--- src/rtl/scroll_pkg.sv ---
// Shared definitions for the scrolling LED-matrix frame: FSM states,
// shift-direction encodings and matrix geometry.
package scroll_pkg;

  localparam int COLS_PER_MATRIX = 8;

  // Direction encodings for the dir input and the row shifters.
  localparam logic DIR_UP   = 1'b0;  // shift toward column MSB
  localparam logic DIR_DOWN = 1'b1;  // shift toward column LSB

  typedef enum logic [1:0] {
    ST_IDLE,
    ST_SHIFT,
    ST_DONE
  } state_e;

endpackage

--- src/rtl/scroll_frame_row_shift.sv ---
// One pixel row of the frame: a W-bit shift register that shifts one column
// per enabled cycle and exposes the bit that the next shift would eject.
module row_shift
  import scroll_pkg::*;
#(
  parameter int W = 8
) (
  input  logic         clk,
  input  logic         rst,
  input  logic         en,
  input  logic         clr,
  input  logic         dir,
  input  logic         in,
  output logic [W-1:0] out,
  output logic         ej
);

  logic [W-1:0] row_q;
  logic [W-1:0] row_d;

  // NOTE: every always_comb output gets a default first so no path leaves it unassigned and infers a latch.
  always_comb begin
    row_d = row_q;
    if (clr) begin
      row_d = '0;
    end else if (en) begin
      row_d = (dir == DIR_UP) ? {row_q[W-2:0], in} : {in, row_q[W-1:1]};
    end
  end

  // NOTE: flops use non-blocking assignments so all registers update together at the edge.
  always_ff @(posedge clk or posedge rst) begin
    if (rst) row_q <= '0;
    else     row_q <= row_d;
  end

  assign out = row_q;
  // Combinational: feeds both the rotate path and the ex capture register.
  assign ej  = (dir == DIR_UP) ? row_q[W-1] : row_q[0];

endmodule

--- src/rtl/scroll_frame.sv ---
// Scrolling frame controller: runs a counted sequence of column shifts across
// ROWS row registers, either rotating or streaming in new column data.
module scroll_frame
  import scroll_pkg::*;
#(
  parameter  int N_MATRIX = 4,
  parameter  int ROWS     = 8,
  localparam int W        = COLS_PER_MATRIX * N_MATRIX,
  parameter  int CW       = $clog2(W + 1)
) (
  input  logic              clk,
  input  logic              rst,
  input  logic              start,
  input  logic [CW-1:0]     steps,
  input  logic              dir,
  input  logic              wrap,
  input  logic              tick,
  input  logic              col_valid,
  output logic              col_ready,
  input  logic [ROWS-1:0]   col_data,
  input  logic              clr,
  output logic              busy,
  output logic              done,
  output logic [ROWS-1:0]   ex,
  output logic [ROWS*W-1:0] frame
);

  state_e          state_q, state_d;
  logic [CW-1:0]   cnt_q, cnt_d;
  logic            dir_q, dir_d;
  logic            wrap_q, wrap_d;
  logic [ROWS-1:0] ex_q, ex_d;

  logic            shift_en;
  logic [ROWS-1:0] row_in;
  logic [ROWS-1:0] row_ej;

  // A rotate needs no external data; a streamed shift waits for a valid column.
  assign shift_en = (state_q == ST_SHIFT) && tick && (wrap_q || col_valid) && !clr;

  for (genvar r = 0; r < ROWS; r++) begin : g_row
    assign row_in[r] = wrap_q ? row_ej[r] : col_data[r];

    row_shift #(.W(W)) u_row (
      .clk (clk),
      .rst (rst),
      .en  (shift_en),
      .clr (clr),
      .dir (dir_q),
      .in  (row_in[r]),
      .out (frame[r*W +: W]),
      .ej  (row_ej[r])
    );
  end

  always_comb begin
    state_d = state_q;
    cnt_d   = cnt_q;
    dir_d   = dir_q;
    wrap_d  = wrap_q;
    ex_d    = ex_q;

    if (clr) begin
      state_d = ST_IDLE;
      cnt_d   = '0;
      ex_d    = '0;
    end else begin
      unique case (state_q)
        ST_IDLE: begin
          if (start) begin
            if (steps != '0) begin
              state_d = ST_SHIFT;
              cnt_d   = steps;
              dir_d   = dir;
              wrap_d  = wrap;
            end else begin
              state_d = ST_DONE;
            end
          end
        end
        ST_SHIFT: begin
          if (shift_en) begin
            ex_d  = row_ej;
            cnt_d = cnt_q - 1'b1;
            if (cnt_q == CW'(1)) state_d = ST_DONE;
          end
        end
        ST_DONE: state_d = ST_IDLE;
        default: state_d = ST_IDLE;
      endcase
    end
  end

  always_ff @(posedge clk or posedge rst) begin
    if (rst) begin
      state_q <= ST_IDLE;
      cnt_q   <= '0;
      dir_q   <= 1'b0;
      wrap_q  <= 1'b0;
      ex_q    <= '0;
    end else begin
      state_q <= state_d;
      cnt_q   <= cnt_d;
      dir_q   <= dir_d;
      wrap_q  <= wrap_d;
      ex_q    <= ex_d;
    end
  end

  assign busy      = (state_q == ST_SHIFT);
  assign done      = (state_q == ST_DONE);
  assign col_ready = (state_q == ST_SHIFT) && !wrap_q && tick;
  assign ex        = ex_q;

endmodule

--- config.mk ---
export PLATFORM = sky130hd
export DESIGN_NAME = scroll_frame
export DESIGN_NICKNAME = d
export VERILOG_FILES = /design/src/rtl/scroll_pkg.sv /design/src/rtl/scroll_frame_row_shift.sv /design/src/rtl/scroll_frame.sv
export SDC_FILE = /design/constraint.sdc
export NUM_CORES = 1
export LEC_CHECK = 0
export BUFFER_PORTS_ARGS = -buffer_cell sky130_fd_sc_hd__buf_4
export CELL_PAD_IN_SITES_DETAIL_PLACEMENT = 1
export CELL_PAD_IN_SITES_GLOBAL_PLACEMENT = 1
export CORE_AREA = 2 2 160 194
export DETAILED_ROUTE_END_ITERATION = 12
export DIE_AREA = 0 0 162 196
export PLACE_DENSITY = 0.91
export SYNTH_ARGS = -nofsm -noshare
export SYNTH_HDL_FRONTEND = slang
export SYNTH_SLANG_ARGS = --single-unit
--- constraint.sdc ---
create_clock -name clk -period 18.6 [get_ports clk]
set_input_delay 1.86 -clock clk [delete_from_list [all_inputs] [get_ports clk]]
set_output_delay 1.86 -clock clk [all_outputs]
set_load 0.01 [all_outputs]
==> reports/summary.txt <==
total global routing overflow: 0
Hold Crit Endpoint: cnt_q[5]
total CTS buffers: 28
CP arrival: 5.07 ns
Die Span Y: 196 microns
vias in the first global route: 11478
Reg clk slew, reported paths: 0.06 ns
per-cell routed wire length: 20.8 microns
Worst setup SP type: input pin
worst reg2reg path endpoint: g_row[5].u_row.out[5]
Crit Path Class: in2reg
commonest non-fill, non-tap cells in the layout: buf_4, dfrtp_1, mux2i_1
area delta synth->final: 21.9%
Residual DRC: 0
width of the die: 162 microns
Slew @ Worst Pin: 1.20 ns
max-cap viol count: 0
Leak Pwr: 7.69 nW
TritonCTS clock tree: done
die area: 31800 sq um
fmax: 0.215 GHz
Post-synth EDFFs: 0
Slew Limit Fails: 0
post-DP HPWL: 25000 microns
DR pass1 iterations: 4
commonest non-fill, non-tap cell in the layout: buf_4
asr flop ratio synth: 1.00
period utilization: 0.250
path depth of the worst reg2reg path: 5
Longest Clk Path Bufs: 3
ys flop type: dfrtp_1
reg2reg start: wrap_q
cells after synthesis: 1265
Slew headroom: 0.200
power per cell area: 99.5 nW/um^2
status: complete, no violations
Min-Delay Path Depth: 2
WL final: 39200 microns
post-cts repair resize count: 0
largest net degree at the start of global routing: 147
first-pass GRT wire length: 63400 microns
post-route core utilization: 0.552
DR iter-0 viols: 650
Worst EP required: 19.03 ns
layout cell share with drive strength beyond 1: 0.233
net count after synthesis: 1289
IR drop worst, VDD: 68.2 uV
Setup crit end kind: register
Starting Density: 0.453
Vias/cell: 5.77
Antenna Nets Post-Route: 0
register area share after synthesis: 0.505
clk sinks: 274
layout filler cell count: 3222
RSZ-0062 raised after global routing: false
Syn Area/Cell: 10.7 sq um
area occupied by multi-input gates: 6090 sq um
Worst Min Path Start: cnt_q[5]
warnings from Yosys: 0
Rows: 70
PortBufs: 288
Final Net Count: 1496
total negative slack: 0 ns
flop2flop setup slack: 14.30 ns
minimum clock period: 4.64 ns
Worst Clk Skew: 0.00707 ns
Setup Buffers After CTS: 0
H-tree lvl count: 1
Distinct cells, synth: 37
diode count: 0
crit path max fanout: 125
Hold Slack: 0.536 ns
total vias in the final route: 10861
num ports: 289
gpl congestion: 0.779
#FFs+latches synth: 274
worst skew pair latency: 0.54 ns
initial antenna violation count: 0
final setup vio count: 0
Seq. cell area: 6860 sq um
Core ar.: 30000 sq um
CTS root buf: clkbuf_16
Synth Cell Area: 13600 sq um
Hold Crit Class: reg2reg
# hold bufs at CTS: 0
final hold vios: 0
total track usage: 0.242
[metal layers]
layer  GRT usage  vias to the layer above  part of all wire
met5           0                        -                 0
met4      0.0685                        0             0.027
met3      0.0505                       71             0.056
met2       0.411                      249              0.50
met1       0.313                     5517              0.42
li1            -                     5024                 -
[sequential cells by signal, summed over array words and instances (netlist names)]
register and cells:
state_q 2, dir_q 1, ex 8, wrap_q 1, cnt_q 6, g_row.u_row.out 256
[cell type report]
type                    count  share of cell area
clock buffers              42              0.0480
clock inverters             3             0.00106
inverters                   5             0.00159
multi-input cells         864               0.368
flip-flops and latches    274               0.415
well taps                 396              0.0299
repair buffers            299               0.137
[worst max-delay path, cell delays in order]
cell and delay, ns:
buf_4 0.10, o211a_4 0.58, buf_4 0.98, buf_4 1.01, nor2_1 0.13, a211oi_1 0.28
[per-stage QoR]
step	power, W	setup WS, ns	area [sq um]	cells
global route	0.00172	13.67	16500	1883
detailed placement	0.00114	13.48	15700	1838
finish	0.00165	13.96	16500	1883
CTS	0.00166	14.01	16500	1883
global placement	0.00112	13.68	15700	1838
floorplan	0.000989	9.19	13600	1265
[report_power, final]
part           internal [W]  leakage (nW)  switching, W
registers          0.000644          3.73     0.0000726
logic              0.000188          3.56      0.000223
clock network      0.000291         0.393      0.000228
total               0.00112          7.69      0.000523
[synth_stat cells, types with 2 or more instances]
cell type / instances / area share
mux2_4: 2 / 0.0022
o21ai_0: 16 / 0.0059
o32ai_1: 4 / 0.0026
nor3_1: 2 / 0.00074
nor2_1: 263 / 0.073
nor2b_1: 4 / 0.0018
a31oi_1: 2 / 0.00092
dfrtp_1: 274 / 0.51
inv_1: 5 / 0.0014
nand3_1: 3 / 0.0011
buf_2: 63 / 0.023
buf_4: 21 / 0.012
clkbuf_1: 37 / 0.010
a211oi_1: 248 / 0.14
ha_1: 2 / 0.0018
a21oi_1: 29 / 0.011
nand2_1: 6 / 0.0017
mux2i_1: 265 / 0.20
[how the worst max path moves through the flow]
| stage | slack [ns] | to | from |
|---|---|---|---|
| after floorplan | 9.19 | cnt_q[0] | rst |
| after global placement | 13.68 | g_row[5].u_row.out[8] | col_valid |
| after detailed placement | 13.48 | g_row[5].u_row.out[10] | tick |
| after CTS | 14.01 | g_row[5].u_row.out[5] | tick |
| after global routing | 13.67 | g_row[4].u_row.out[20] | tick |
| final | 13.96 | g_row[5].u_row.out[5] | tick |
[cell families after synthesis]
family,count (synthesis),share of synthesized area
and+or+nand+nor,285,0.0832
DFF,274,0.505
muxes,267,0.198
buffers and inverters,127,0.0467
adders and majority gates,2,0.00184
AOI/OAI and AO/OA,310,0.165
No activity file was read; power rests on OpenSTA's default activity.
